`config.mk`:
```
export PLATFORM = sky130hd
export DESIGN_NAME = regfile_ctrl
export DESIGN_NICKNAME = d
export VERILOG_FILES = /design/src/rtl/regfile_ctrl_pkg.sv /design/src/rtl/regfile_ctrl.sv
export SDC_FILE = /design/constraint.sdc
export NUM_CORES = 1
export LEC_CHECK = 0
export ABC_AREA = 0
export BUFFER_PORTS_ARGS = -buffer_cell sky130_fd_sc_hd__buf_4
export CAP_MARGIN = 20
export CORE_UTILIZATION = 45
export DETAILED_ROUTE_END_ITERATION = 7
export GPL_TIMING_DRIVEN = 0
export PLACE_DENSITY = 0.71
export SLEW_MARGIN = 20
export SYNTH_ARGS = -nofsm -noshare
export SYNTH_HDL_FRONTEND = slang
export SYNTH_SLANG_ARGS = --single-unit
```
`constraint.sdc`:
```
create_clock -name clk -period 2.5 [get_ports clk]
set_input_delay 0 -clock clk [delete_from_list [all_inputs] [get_ports clk]]
set_output_delay 0 -clock clk [all_outputs]
set_load 0.05 [all_outputs]
```
`src/rtl/regfile_ctrl_pkg.sv`:
```
// Shared definitions for the register-file controller: op codes, FSM
// state encodings and the default register-file geometry.
package regfile_ctrl_pkg;

  // Default geometry of the attached register file
  localparam int N_DEF = 8;
  localparam int R_DEF = 32;

  // Host command op codes
  localparam logic [1:0] OP_READ  = 2'b00;
  localparam logic [1:0] OP_WRITE = 2'b01;
  localparam logic [1:0] OP_FILL  = 2'b10;
  localparam logic [1:0] OP_DUMP  = 2'b11;

  // Controller FSM state encodings
  localparam logic [2:0] ST_IDLE   = 3'd0;
  localparam logic [2:0] ST_WR     = 3'd1;
  localparam logic [2:0] ST_FILL   = 3'd2;
  localparam logic [2:0] ST_RD_REQ = 3'd3;
  localparam logic [2:0] ST_RD_CAP = 3'd4;
  localparam logic [2:0] ST_RSP    = 3'd5;

endpackage

```
`src/rtl/regfile_ctrl.sv`:
```
// Initiator-side controller for an N x R register file. Accepts one host
// command at a time (read, write, fill-all, dump-all), sequences the file's
// write/read pins and returns read data on a valid/ready response port.
// Reads and writes are never issued in the same cycle.
module regfile_ctrl
  import regfile_ctrl_pkg::*;
#(
  parameter int N  = N_DEF,
  parameter int R  = R_DEF,
  parameter int RR = $clog2(R)
) (
  input  logic          clk,
  input  logic          rst,
  input  logic          cmd_valid,
  output logic          cmd_ready,
  input  logic [1:0]    cmd_op,
  input  logic [RR-1:0] cmd_addr,
  input  logic [N-1:0]  cmd_data,
  output logic          rsp_valid,
  input  logic          rsp_ready,
  output logic [N-1:0]  rsp_data,
  output logic [RR-1:0] rsp_addr,
  output logic          rsp_last,
  output logic          rf_wr,
  output logic [RR-1:0] rf_reg_id_w,
  output logic [RR-1:0] rf_reg_id_r,
  output logic [N-1:0]  rf_data_in,
  input  logic [N-1:0]  rf_data_out
);

  localparam logic [RR-1:0] LAST_IDX = RR'(R - 1);

  logic [2:0]    state_q, state_d;
  logic [1:0]    op_q, op_d;
  logic [RR-1:0] cnt_q, cnt_d;
  logic          rf_wr_q, rf_wr_d;
  logic [RR-1:0] rf_reg_id_w_q, rf_reg_id_w_d;
  logic [RR-1:0] rf_reg_id_r_q, rf_reg_id_r_d;
  logic [N-1:0]  rf_data_in_q, rf_data_in_d;
  logic          rsp_valid_q, rsp_valid_d;
  logic [N-1:0]  rsp_data_q, rsp_data_d;
  logic [RR-1:0] rsp_addr_q, rsp_addr_d;
  logic          rsp_last_q, rsp_last_d;

  // Accept only in IDLE; rst forces ready low in the same cycle
  assign cmd_ready = (state_q == ST_IDLE) && !rst;

  // Next-state logic; all file pins are precomputed here and registered so
  // nothing on the command port reaches the file combinationally
  always_comb begin
    state_d       = state_q;
    op_d          = op_q;
    cnt_d         = cnt_q;
    rf_wr_d       = 1'b0;
    rf_reg_id_w_d = rf_reg_id_w_q;
    rf_reg_id_r_d = rf_reg_id_r_q;
    rf_data_in_d  = rf_data_in_q;
    rsp_valid_d   = rsp_valid_q;
    rsp_data_d    = rsp_data_q;
    rsp_addr_d    = rsp_addr_q;
    rsp_last_d    = rsp_last_q;
    case (state_q)
      ST_IDLE: begin
        if (cmd_valid) begin
          op_d = cmd_op;
          case (cmd_op)
            OP_WRITE: begin
              state_d       = ST_WR;
              rf_wr_d       = 1'b1;
              rf_reg_id_w_d = cmd_addr;
              rf_data_in_d  = cmd_data;
            end
            OP_FILL: begin
              state_d       = ST_FILL;
              cnt_d         = '0;
              rf_wr_d       = 1'b1;
              rf_reg_id_w_d = '0;
              rf_data_in_d  = cmd_data;
            end
            OP_READ: begin
              state_d       = ST_RD_REQ;
              cnt_d         = cmd_addr;
              rf_reg_id_r_d = cmd_addr;
            end
            default: begin
              state_d       = ST_RD_REQ;
              cnt_d         = '0;
              rf_reg_id_r_d = '0;
            end
          endcase
        end
      end
      ST_WR: state_d = ST_IDLE;
      ST_FILL: begin
        if (cnt_q == LAST_IDX) begin
          state_d = ST_IDLE;
        end else begin
          cnt_d         = cnt_q + RR'(1);
          rf_wr_d       = 1'b1;
          rf_reg_id_w_d = cnt_q + RR'(1);
        end
      end
      ST_RD_REQ: state_d = ST_RD_CAP;
      ST_RD_CAP: begin
        // File output is valid this cycle (one-cycle registered read)
        rsp_valid_d = 1'b1;
        rsp_data_d  = rf_data_out;
        rsp_addr_d  = cnt_q;
        rsp_last_d  = (op_q == OP_READ) || (cnt_q == LAST_IDX);
        state_d     = ST_RSP;
      end
      ST_RSP: begin
        if (rsp_ready) begin
          rsp_valid_d = 1'b0;
          if (rsp_last_q) begin
            state_d = ST_IDLE;
          end else begin
            cnt_d         = cnt_q + RR'(1);
            rf_reg_id_r_d = cnt_q + RR'(1);
            state_d       = ST_RD_REQ;
          end
        end
      end
      default: state_d = ST_IDLE;
    endcase
  end

  // State, counter and output registers with synchronous reset
  always_ff @(posedge clk) begin
    if (rst) begin
      state_q       <= ST_IDLE;
      op_q          <= OP_READ;
      cnt_q         <= '0;
      rf_wr_q       <= 1'b0;
      rf_reg_id_w_q <= '0;
      rf_reg_id_r_q <= '0;
      rf_data_in_q  <= '0;
      rsp_valid_q   <= 1'b0;
      rsp_data_q    <= '0;
      rsp_addr_q    <= '0;
      rsp_last_q    <= 1'b0;
    end else begin
      state_q       <= state_d;
      op_q          <= op_d;
      cnt_q         <= cnt_d;
      rf_wr_q       <= rf_wr_d;
      rf_reg_id_w_q <= rf_reg_id_w_d;
      rf_reg_id_r_q <= rf_reg_id_r_d;
      rf_data_in_q  <= rf_data_in_d;
      rsp_valid_q   <= rsp_valid_d;
      rsp_data_q    <= rsp_data_d;
      rsp_addr_q    <= rsp_addr_d;
      rsp_last_q    <= rsp_last_d;
    end
  end

  assign rf_wr       = rf_wr_q;
  assign rf_reg_id_w = rf_reg_id_w_q;
  assign rf_reg_id_r = rf_reg_id_r_q;
  assign rf_data_in  = rf_data_in_q;
  assign rsp_valid   = rsp_valid_q;
  assign rsp_data    = rsp_data_q;
  assign rsp_addr    = rsp_addr_q;
  assign rsp_last    = rsp_last_q;

endmodule
```
==> impl_metrics.ini, run 1 <==
[run_status]
status = finished, final reports clean

[timing]
setup_violations = 0
rsz0062_at_grt = no
period_needed_ns = 2.17
clock_skew_ns = 0.00821
worst_pin_slew_ns = 0.719
tns_ns = 0
period_share = 0.869
max_freq_mhz = 460
drv_slew = 0
slew_headroom = 0.517
fin_hold_ws_ns = 0.0339
hold_violations = 0

[cts]
cts_buffer_depth = 2
tritoncts.num_buffers = 5
clk_pin_slew_ns = 0.08
cts_setup_buffers = 0
clock_latency_ns = 0.30
cts_tree = built
clock_sinks = 44
clockRootBuffer = clkbuf_8
htree_levels = 2

[power]
peakVddDrop_v = 0.000355
leakage_nw = 1.18
powerDensity_nw_per_um2 = 593
power.total_mw = 1.69

[die]
rows = 24
die_width_um = 69.9
initial_core_util = 0.473
die_y_um = 69.9
die_area_um2 = 4880
core_um2 = 4380
io_pins = 62

[worst_setup_path]
worst_setup_path_start_kind = register
required_ns = 2.72
cp-startpoint = cnt_q[0]
slowest_delay_ns = 0.50
setup.worst_path.class = reg -> reg
crit_chain = ha_1, and3_1, ha_1, nor2b_1, o21ai_0, a221oi_1, nor3_1
crit_family = compound AO/OA/AOI/OAI gates
crit_fanout = 7
cp_common_cell = ha_1
reg2reg_from = cnt_q[0]
critPathArrivalTime_ns = 2.39
critPathCaptureType = register
path_buf_inv = 0
crit_slowest_cell = o21ai_0

[cells_and_area]
fin_area_um2 = 2850
final_cells = 397
drive_gt1_frac = 0.223
fillCellCount = 399
fin_nets = 378
areaGrowthSynthToFinish_pct = 37.3
antenna_cells = 0

[global_route]
grt_antenna_before_repair = 0
grt_start_max_net_pins = 13
overflow = 0
grt_usage = 0.233
grt_pass1_vias = 2003
grt_pass1_wl_um = 9200

[detailed_routing]
viasPerCell = 5.33
highest_layer = met4
wire_per_inst_um = 14.1
met3_wirelength_um = 304
num_vias = 2117
antenna_left = 0
drc_errors = 0
wl_um = 5590
drt_iter0_drc = 124
drt-pass1-iter-count = 4
drt-met1-wl_um = 2700
wl_met2_um = 2530

[place]
dpl_cell_area_um2 = 2590
portBuffers = 60
gp_congestion = 0.858
dp_hpwl_um = 3840
dpl.cell_count = 372

[synthesis]
netlist_area_um2 = 2070
ys_types = 40
ys_seq_area_frac = 0.425
synthCells = 260
synth.avg_cell_area_um2 = 7.97
synthArstFlopShare = 0
syn_nets = 293
synth_edf_count = 0
yosysWarnings = 0
synth_flop_cell = dfxtp_1
synth-seq-cells = 44

[hold_path]
hold_class = in -> reg
hp-start = cmd_addr[4]

[job]
max_cap_viol_count = 0
## synth_stat cells (2+ instances only)
| master | count | share of area |
|---|---|---|
| nor3b_1 | 2 | 0.0072 |
| xnor2_1 | 2 | 0.0085 |
| a221oi_1 | 2 | 0.0085 |
| buf_2 | 5 | 0.012 |
| a31oi_1 | 3 | 0.0091 |
| inv_1 | 4 | 0.0072 |
| a21oi_1 | 37 | 0.089 |
| dfxtp_1 | 44 | 0.42 |
| nor2_1 | 15 | 0.027 |
| a311oi_1 | 2 | 0.0085 |
| nand2b_1 | 6 | 0.018 |
| nor3_1 | 11 | 0.027 |
| o211a_1 | 2 | 0.0097 |
| o2111ai_1 | 4 | 0.017 |
| ha_1 | 6 | 0.036 |
| nand3b_1 | 6 | 0.022 |
| o22ai_1 | 2 | 0.0060 |
| nand2_1 | 55 | 0.10 |
| nor2b_1 | 2 | 0.0060 |
| a211oi_1 | 4 | 0.014 |
| nand3_1 | 14 | 0.034 |
| o21bai_1 | 2 | 0.0072 |
| clkbuf_1 | 8 | 0.014 |
| o21ai_0 | 6 | 0.014 |
## worst min-delay path: stages
cell	delay (ns)
buf_4	0.11
nand3b_1	0.07
a311oi_1	0.10
## layer usage
metal,GRT usage,vias to the layer above
li1,-,1088
met1,0.314,946
met2,0.376,78
met3,0.0563,5
met4,0.0556,0
met5,0,-
## registers in the layout (all words and copies together) (netlist names)
signal       flops
cnt_q            5
rf_data_in       8
rf_reg_id_r      5
rf_reg_id_w      5
rsp_data         8
op_q             2
rsp_last         1
rf_wr            1
rsp_valid        1
rsp_addr         5
state_q          3
## worst paths after layout
path	end	slack, ns	cells past startpoint
setup / recovery	cnt_q[1]	0.33	7
hold / removal	rf_reg_id_w[4]	0.03	3
setup reg to reg	cnt_q[1]	0.33	7
hold reg to reg	rsp_data[3]	0.46	2
## repair_timing
action | CTS | global route
hold buffers | 18 | 0
hold endpoints to repair | 18 | 0
resized for setup | 0 | 0
## through the flow
stage	utilization	setup slack [ns]
2_1_floorplan	-	0.607
3_3_place_gp	0.590	0.416
3_5_place_dp	0.590	0.433
4_1_cts	0.649	0.399
5_1_grt	0.649	0.107
6_report	0.649	0.328
## report_power, final
part	leakage (nW)	internal, mW	switching [mW]
Clock	0.0410	0.190	0.236
Sequential	0.358	0.747	0.0343
Combinational	0.778	0.183	0.298
## placed cells by master (no fill, tap or decap), drive strengths merged
cell / Yosys / routed
buf: 6 / 66
nand2: 55 / 55
dfxtp: 44 / 44
a21oi: 38 / 38
dlygate4sd3: 0 / 18
nor2: 15 / 15
nand3: 14 / 14
clkbuf: 8 / 14
nor3: 11 / 11
nand2b: 6 / 6
nand3b: 6 / 6
o21ai: 6 / 6
ha: 6 / 6
inv: 4 / 4
a211oi: 4 / 4
o2111ai: 4 / 4
a31oi: 3 / 3
nor3b: 3 / 3
o21bai: 2 / 2
nor2b: 2 / 2
xnor2: 2 / 2
o22ai: 2 / 2
a221oi: 2 / 2
a311oi: 2 / 2
o211a: 2 / 2
and3: 1 / 1
or2: 1 / 1
nor4b: 1 / 1
or3: 1 / 1
o21a: 1 / 1
and3b: 1 / 1
or3b: 1 / 1
o221ai: 1 / 1
o22a: 1 / 1
and2: 1 / 1
nand4b: 1 / 1
or4b: 1 / 1
a211o: 1 / 1
clkinv: 0 / 1
## cell families (layout without fill, tap and decap cells)
family / after synthesis / in the layout / synth area share
adder cells (fa/ha/maj): 6 / 6 / 0.0362
AO/OA/AOI/OAI: 69 / 69 / 0.208
AND/OR/NAND/NOR: 121 / 121 / 0.285
flip-flops: 44 / 44 / 0.425
XOR/XNOR: 2 / 2 / 0.00845
buffers and inverters: 18 / 103 / 0.0374
## final cells by class
type                    instances  area [µm²]  area share
repair buffers                 78         631       0.222
well taps                      52        65.1      0.0229
clock buffers                   6        72.6      0.0255
flip-flops and latches         44         881       0.309
inverters                       4        15.0     0.00527
clock inverters                 1        5.00     0.00176
multi-input cells             198        1110       0.392
plain buffers                  14        62.6      0.0220
No activity file was read; power rests on OpenSTA's default activity.
==> inputs of run 2 (changes only) <==
ABC_AREA = 1   (was 0)
REMOVE_ABC_BUFFERS = 1   (was not set)
==> run 2 against run 1 <==
  * Sequential power up 27%
  * Hold slack worse by 0.030 ns
  * Synthesized cell count up 15%
  * Synthesized area up 0.78%
  * Register-to-register slack better by 0.35 ns
  * Non-clock buffer count down 13
  * Die area up 0.76%
  * Critical path depth down 2
  * Clock skew down 0.0055 ns
  * Combinational power rose to 3.3 times the previous value
  * Global-route usage down 2.1 points
  * Maximum frequency up 19%
  * Critical path type unchanged
  * Critical endpoint is now rsp_addr[3]
==> impl_metrics.ini, run 2 <==
[synthesis]
synth_top_area_frac = 0.422
ys_types = 25
synth_fa_ha_area_frac = 0.0359
synth_flop_cell = dfxtp_1
yosysMostFrequentCell = nand2_1
yosys.area.top_type = dfxtp_1
synthTopCellsByCount = nand2_1, nor2_1, dfxtp_1, o21ai_0, inv_1
synthArstFlopShare = 0
synth_simple_gate_area_frac = 0.313
synth-seq-cells = 44
ys_top_cells_by_area = dfxtp_1, nand2_1, nor2_1, o21ai_0, a21oi_1
synthCells = 299
synth_top_family_by_area = simple AND/OR/NAND/NOR gates
synthXorXnorAreaFrac = 0.00838
synth_edf_count = 0
netlist_area_um2 = 2090
ys_seq_area_frac = 0.422
synth_compound_area_frac = 0.144
yosysWarnings = 0
synth.avg_cell_area_um2 = 6.99
synthMuxAreaShare = 0

[worst_setup_path]
critPathCaptureType = register
endpoint = rsp_addr[3]
reg2reg_from = state_q[0]
r2r_slack_ns = 0.68
worst_setup_path_start_kind = register
reg2reg_to = rsp_addr[3]
ff2ff_path_depth = 5
path_buf_inv = 1
cp-startpoint = state_q[0]
critPathArrivalTime_ns = 1.99
crit_family = flip-flops
slowest_delay_ns = 0.53
crit_fanout = 17
setup.worst_path.class = reg -> reg
cp.depth = 5
crit_slowest_cell = dfxtp_1
crit_chain = nor2_4, nand2_1, inv_1, o21ai_0, a21oi_1
required_ns = 2.67

[detailed_routing]
wl_um = 4860
antenna_left = 0
drc_errors = 0
drt-pass1-iter-count = 5
wire_per_inst_um = 11.4
num_vias = 2150
viasPerCell = 5.02
drt_iter0_drc = 122

[global_route]
grt_start_max_net_pins = 35
overflow = 0
grt_pass1_wl_um = 8470
grt_pass1_vias = 1984
grt_usage = 0.212
grt_antenna_before_repair = 0

[cts]
cts_buffer_depth = 2
cts_tree = built
tritoncts.num_buffers = 5
cts_hold_buf = 18
clk_pin_slew_ns = 0.08
htree_levels = 2
cts_setup_buffers = 0
cts_resized = 0
clockRootBuffer = clkbuf_8
clock_sinks = 44
clock_latency_ns = 0.29

[place]
pre_cts_ws_ns = 0.652
dpl_cell_area_um2 = 2570
portBuffers = 61
dpl.cell_count = 403
dp_hpwl_um = 3390
gp_congestion = 0.835

[power]
clkPwrFrac = 0.141
p_switching_mw = 1.44
powerDensity_nw_per_um2 = 1060
pwr-share-seq = 0.332
power_switching_share = 0.481
peakVddDrop_v = 0.000484
intPower_mw = 1.56
power.total_mw = 3.00
power_frac_comb = 0.527
leakage_nw = 1.34

[cells_and_area]
layout_common_cells = buf_4, nand2_1, nor2_1
final_core_util = 0.642
layout_commonest_cell = buf_4
antenna_cells = 0
drive_gt1_frac = 0.229
final_cells = 428
fin_area_um2 = 2830
fin_nets = 409
areaGrowthSynthToFinish_pct = 35.6

[timing]
drv_slew = 0
period_needed_ns = 1.82
clock_skew_ns = 0.00270
fin_hold_ws_ns = 0.00427
tns_ns = 0
slew_headroom = 0.365
worst_pin_slew_ns = 0.952
postLayoutSetupSlackWorst_ns = 0.679
max_freq_mhz = 549
rsz0062_at_grt = no
period_share = 0.729
setup_violations = 0
hold_violations = 0

[die]
die_width_um = 70.1
die_y_um = 70.1
core_um2 = 4410
die_area_um2 = 4920
initial_core_util = 0.473
io_pins = 62
rows = 24

[run_status]
status = finished, final reports clean

[job]
max_cap_viol_count = 0

[hold_path]
hold_class = in -> reg
-- run 2: logic make-up (layout without fill, tap and decap cells) --
logic type | Yosys count | after routing
and+or+nand+nor | 148 | 148
AOI/OAI and AO/OA | 58 | 58
DFF | 44 | 44
buffers and inverters | 41 | 118
adders and majority gates | 6 | 6
xor gates and xnor gates | 2 | 2
-- run 2: worst reg2reg max path: cells and delay by family, from the launching register on --
| family | cells | cell delay (ns) |
|---|---|---|
| flops | 1 | 0.53 |
| simple gates | 2 | 0.51 |
| buf+inv | 1 | 0.35 |
| compound gates | 2 | 0.30 |
-- run 2: routing by layer --
metal,track usage,routed length [µm],vias to the layer above
met1,0.254,2150,954
li1,-,-,1124
met3,0.0548,334,10
met2,0.366,2310,62
met4,0.0756,71,0
met5,0,0,-
-- run 2: worst min-delay path by stage --
stage                         startpoint          end  slack (ns)  depth (start not counted)
final                          cmd_op[1]      op_q[1]       0.004                          3
after global routing           cmd_op[1]      op_q[1]        0.03                          3
after CTS                      cmd_op[0]      op_q[0]      0.0001                          3
after detailed placement  rf_data_out[4]  rsp_data[4]        0.26                          3
after global placement    rf_data_out[4]  rsp_data[4]        0.25                          3
after floorplan                      rst      op_q[0]        0.07                          1
-- run 2: cell type report --
class | count | area, µm²
Clock inverter | 2 | 12.5
Multi-Input combinational cell | 214 | 1050
Tap cell | 52 | 65.1
Inverter | 32 | 120
Fill cell | 423 | 1580
Sequential cell | 44 | 881
Timing Repair Buffer | 79 | 638
Clock buffer | 5 | 68.8
-- run 2: power groups by stage --
stage | Sequential (mW) | Combinational (mW) | Clock [mW]
floorplan | 1.39 | 0.784 | 0
global placement | 1.01 | 1.54 | 0
detailed placement | 1.01 | 1.56 | 0
CTS | 0.996 | 1.59 | 0.437
global route | 1.02 | 1.74 | 0.461
finish | 0.996 | 1.58 | 0.422
==> inputs of run 3 (changes only) <==
ABC_AREA = 0   (was 1)
PLACE_DENSITY = 0.74   (was 0.71)
clock period = 1.55 ns   (was 2.5 ns; I/O delays follow)
==> run 3 against run 2 <==
  * The run now ends with negative setup slack left
  * Critical path depth is 2 higher
  * Die area is 0.75% lower
  * Largest cell class unchanged
  * Maximum frequency is 11% higher
  * Clock-buffer cell count is 1 higher
  * Highest routed layer unchanged
  * First-iteration DRC count is 20% lower
==> impl_metrics.ini, run 3 (synthesis results as in run 1) <==
[run_status]
status = finished, violations left
violations = negative setup slack

[timing]
setup_violations = 14
postLayoutSetupSlackWorst_ns = -0.0944
period_share = 1.06
drv_slew = 0
fin_hold_ws_ns = 0.0335
max_freq_mhz = 608
worst_pin_slew_ns = 0.599
slew_headroom = 0.600
clock_skew_ns = 0.00508
hold_violations = 0
period_needed_ns = 1.64
rsz0062_at_grt = yes

[cts]
clockRootBuffer = clkbuf_8
clock_sinks = 44
clk_pin_slew_ns = 0.07
clock_latency_ns = 0.29
htree_levels = 2
cts_tree = built
cts_buffer_depth = 2
tritoncts.num_buffers = 5

[cells_and_area]
areaGrowthSynthToFinish_pct = 46.6
drive_gt1_frac = 0.320
final_core_util = 0.693
fin_area_um2 = 3040
antenna_cells = 0
fillCellCount = 349
fin_nets = 380
layout_common_cells = buf_4, nand2_1, dfxtp_1
layout_commonest_cell = buf_4

[worst_setup_path]
critPathCaptureType = register
crit_chain = ha_4, and3_4, ha_4, nor2b_4, o21bai_4, a21oi_2, a311oi_2
crit_family = compound AO/OA/AOI/OAI gates
setup.worst_path.class = reg -> reg
cp_common_cell = ha_4
slowest_delay_ns = 0.36
worst_setup_path_start_kind = register
required_ns = 1.75
crit_fanout = 6
critPathArrivalTime_ns = 1.85
crit_slowest_cell = dfxtp_4
path_buf_inv = 0

[power]
power_frac_comb = 0.309
pwr-share-seq = 0.453
power_switching_share = 0.333
intPower_mw = 1.87
power.total_mw = 2.81
p_switching_mw = 0.934
powerDensity_nw_per_um2 = 923
leakage_nw = 1.24
peakVddDrop_v = 0.000514
clkPwrFrac = 0.238

[global_route]
grt_pass1_vias = 2036
grt_usage = 0.236
grt_start_max_net_pins = 44
grt_pass1_wl_um = 9270
overflow = 0
grt_antenna_before_repair = 0

[die]
rows = 24
initial_core_util = 0.473
io_pins = 62
die_y_um = 69.9
die_width_um = 69.9
die_area_um2 = 4880
core_um2 = 4380

[detailed_routing]
antenna_left = 0
drc_errors = 0
wl_um = 5760
num_vias = 2171
wire_per_inst_um = 14.4
viasPerCell = 5.44
drt-pass1-iter-count = 4
drt_iter0_drc = 98

[job]
max_cap_viol_count = 0

[place]
portBuffers = 61
gp_congestion = 0.871
dpl_cell_area_um2 = 2550
dp_hpwl_um = 3440

[hold_path]
hold_class = in -> reg
-- run 3: cell types whose count changed in the layout (fill, tap and decap cells not counted), sizes merged, moves of 13 or more --
cell	previous run	this run
nand3	27	14
a21oi	24	39
o21ai	31	6
inv	32	4
buf	61	75
nor2	55	15
-- run 3: power groups by stage --
| stage | logic [mW] | registers (mW) | clock network [mW] |
|---|---|---|---|
| after detailed placement | 0.703 | 1.30 | 0 |
| after global placement | 0.691 | 1.30 | 0 |
| final | 0.866 | 1.27 | 0.668 |
| after CTS | 0.811 | 1.28 | 0.688 |
| after global routing | 0.925 | 1.28 | 0.735 |
| after floorplan | 0.295 | 1.46 | 0 |
-- run 3: worst paths after layout --
kind | startpoint | endpoint | slack (ns) | cells after the start
setup / recovery | cnt_q[1] | rf_reg_id_w[4] | -0.09 | 7
hold / removal | cmd_addr[1] | rf_reg_id_w[1] | 0.03 | 3
setup reg to reg | cnt_q[1] | rf_reg_id_w[4] | -0.09 | 7
hold reg to reg | rsp_data[7] | rsp_data[7] | 0.46 | 2
-- run 3: layer usage --
metal	wire length (µm)	GRT usage
met2	2930	0.408
met4	61	0.0756
met1	2530	0.291
met5	0	0
met3	235	0.0519
-- run 3: metrics by stage --
step	TNS, ns	setup slack [ns]	std cells
after floorplan	-7.78	-0.577	246
after global placement	-24.34	-1.37	359
after detailed placement	-12.45	-0.587	360
after CTS	-0.438	-0.0577	391
after global routing	-3.86	-0.164	399
final	-0.838	-0.0944	399
-- run 3: layout make-up --
class	instances	area (µm²)	share of cell area
flip-flops and latches	44	900	0.296
repair buffers	93	742	0.244
clock inverters	1	5.00	0.00165
inverters	4	15.0	0.00494
well taps	52	65.1	0.0214
multi-input cells	199	1240	0.408
clock buffers	6	72.6	0.0239
-- run 3: worst register-to-register path: stages, from the launching register on --
cell and delay, ns:
dfxtp_4 0.36, ha_4 0.16, and3_4 0.18, ha_4 0.17, nor2b_4 0.16, o21bai_4 0.18
a21oi_2 0.09, a311oi_2 0.26
-- run 3: what timing repair did --
item,4_1_cts,5_1_grt
hold buffers,18,0
gates resized for setup,30,7
buffers inserted,5,8
pin swaps,13,9
endpoints found under the hold margin,18,0
cloned,1,0
setup endpoints to repair,40,34
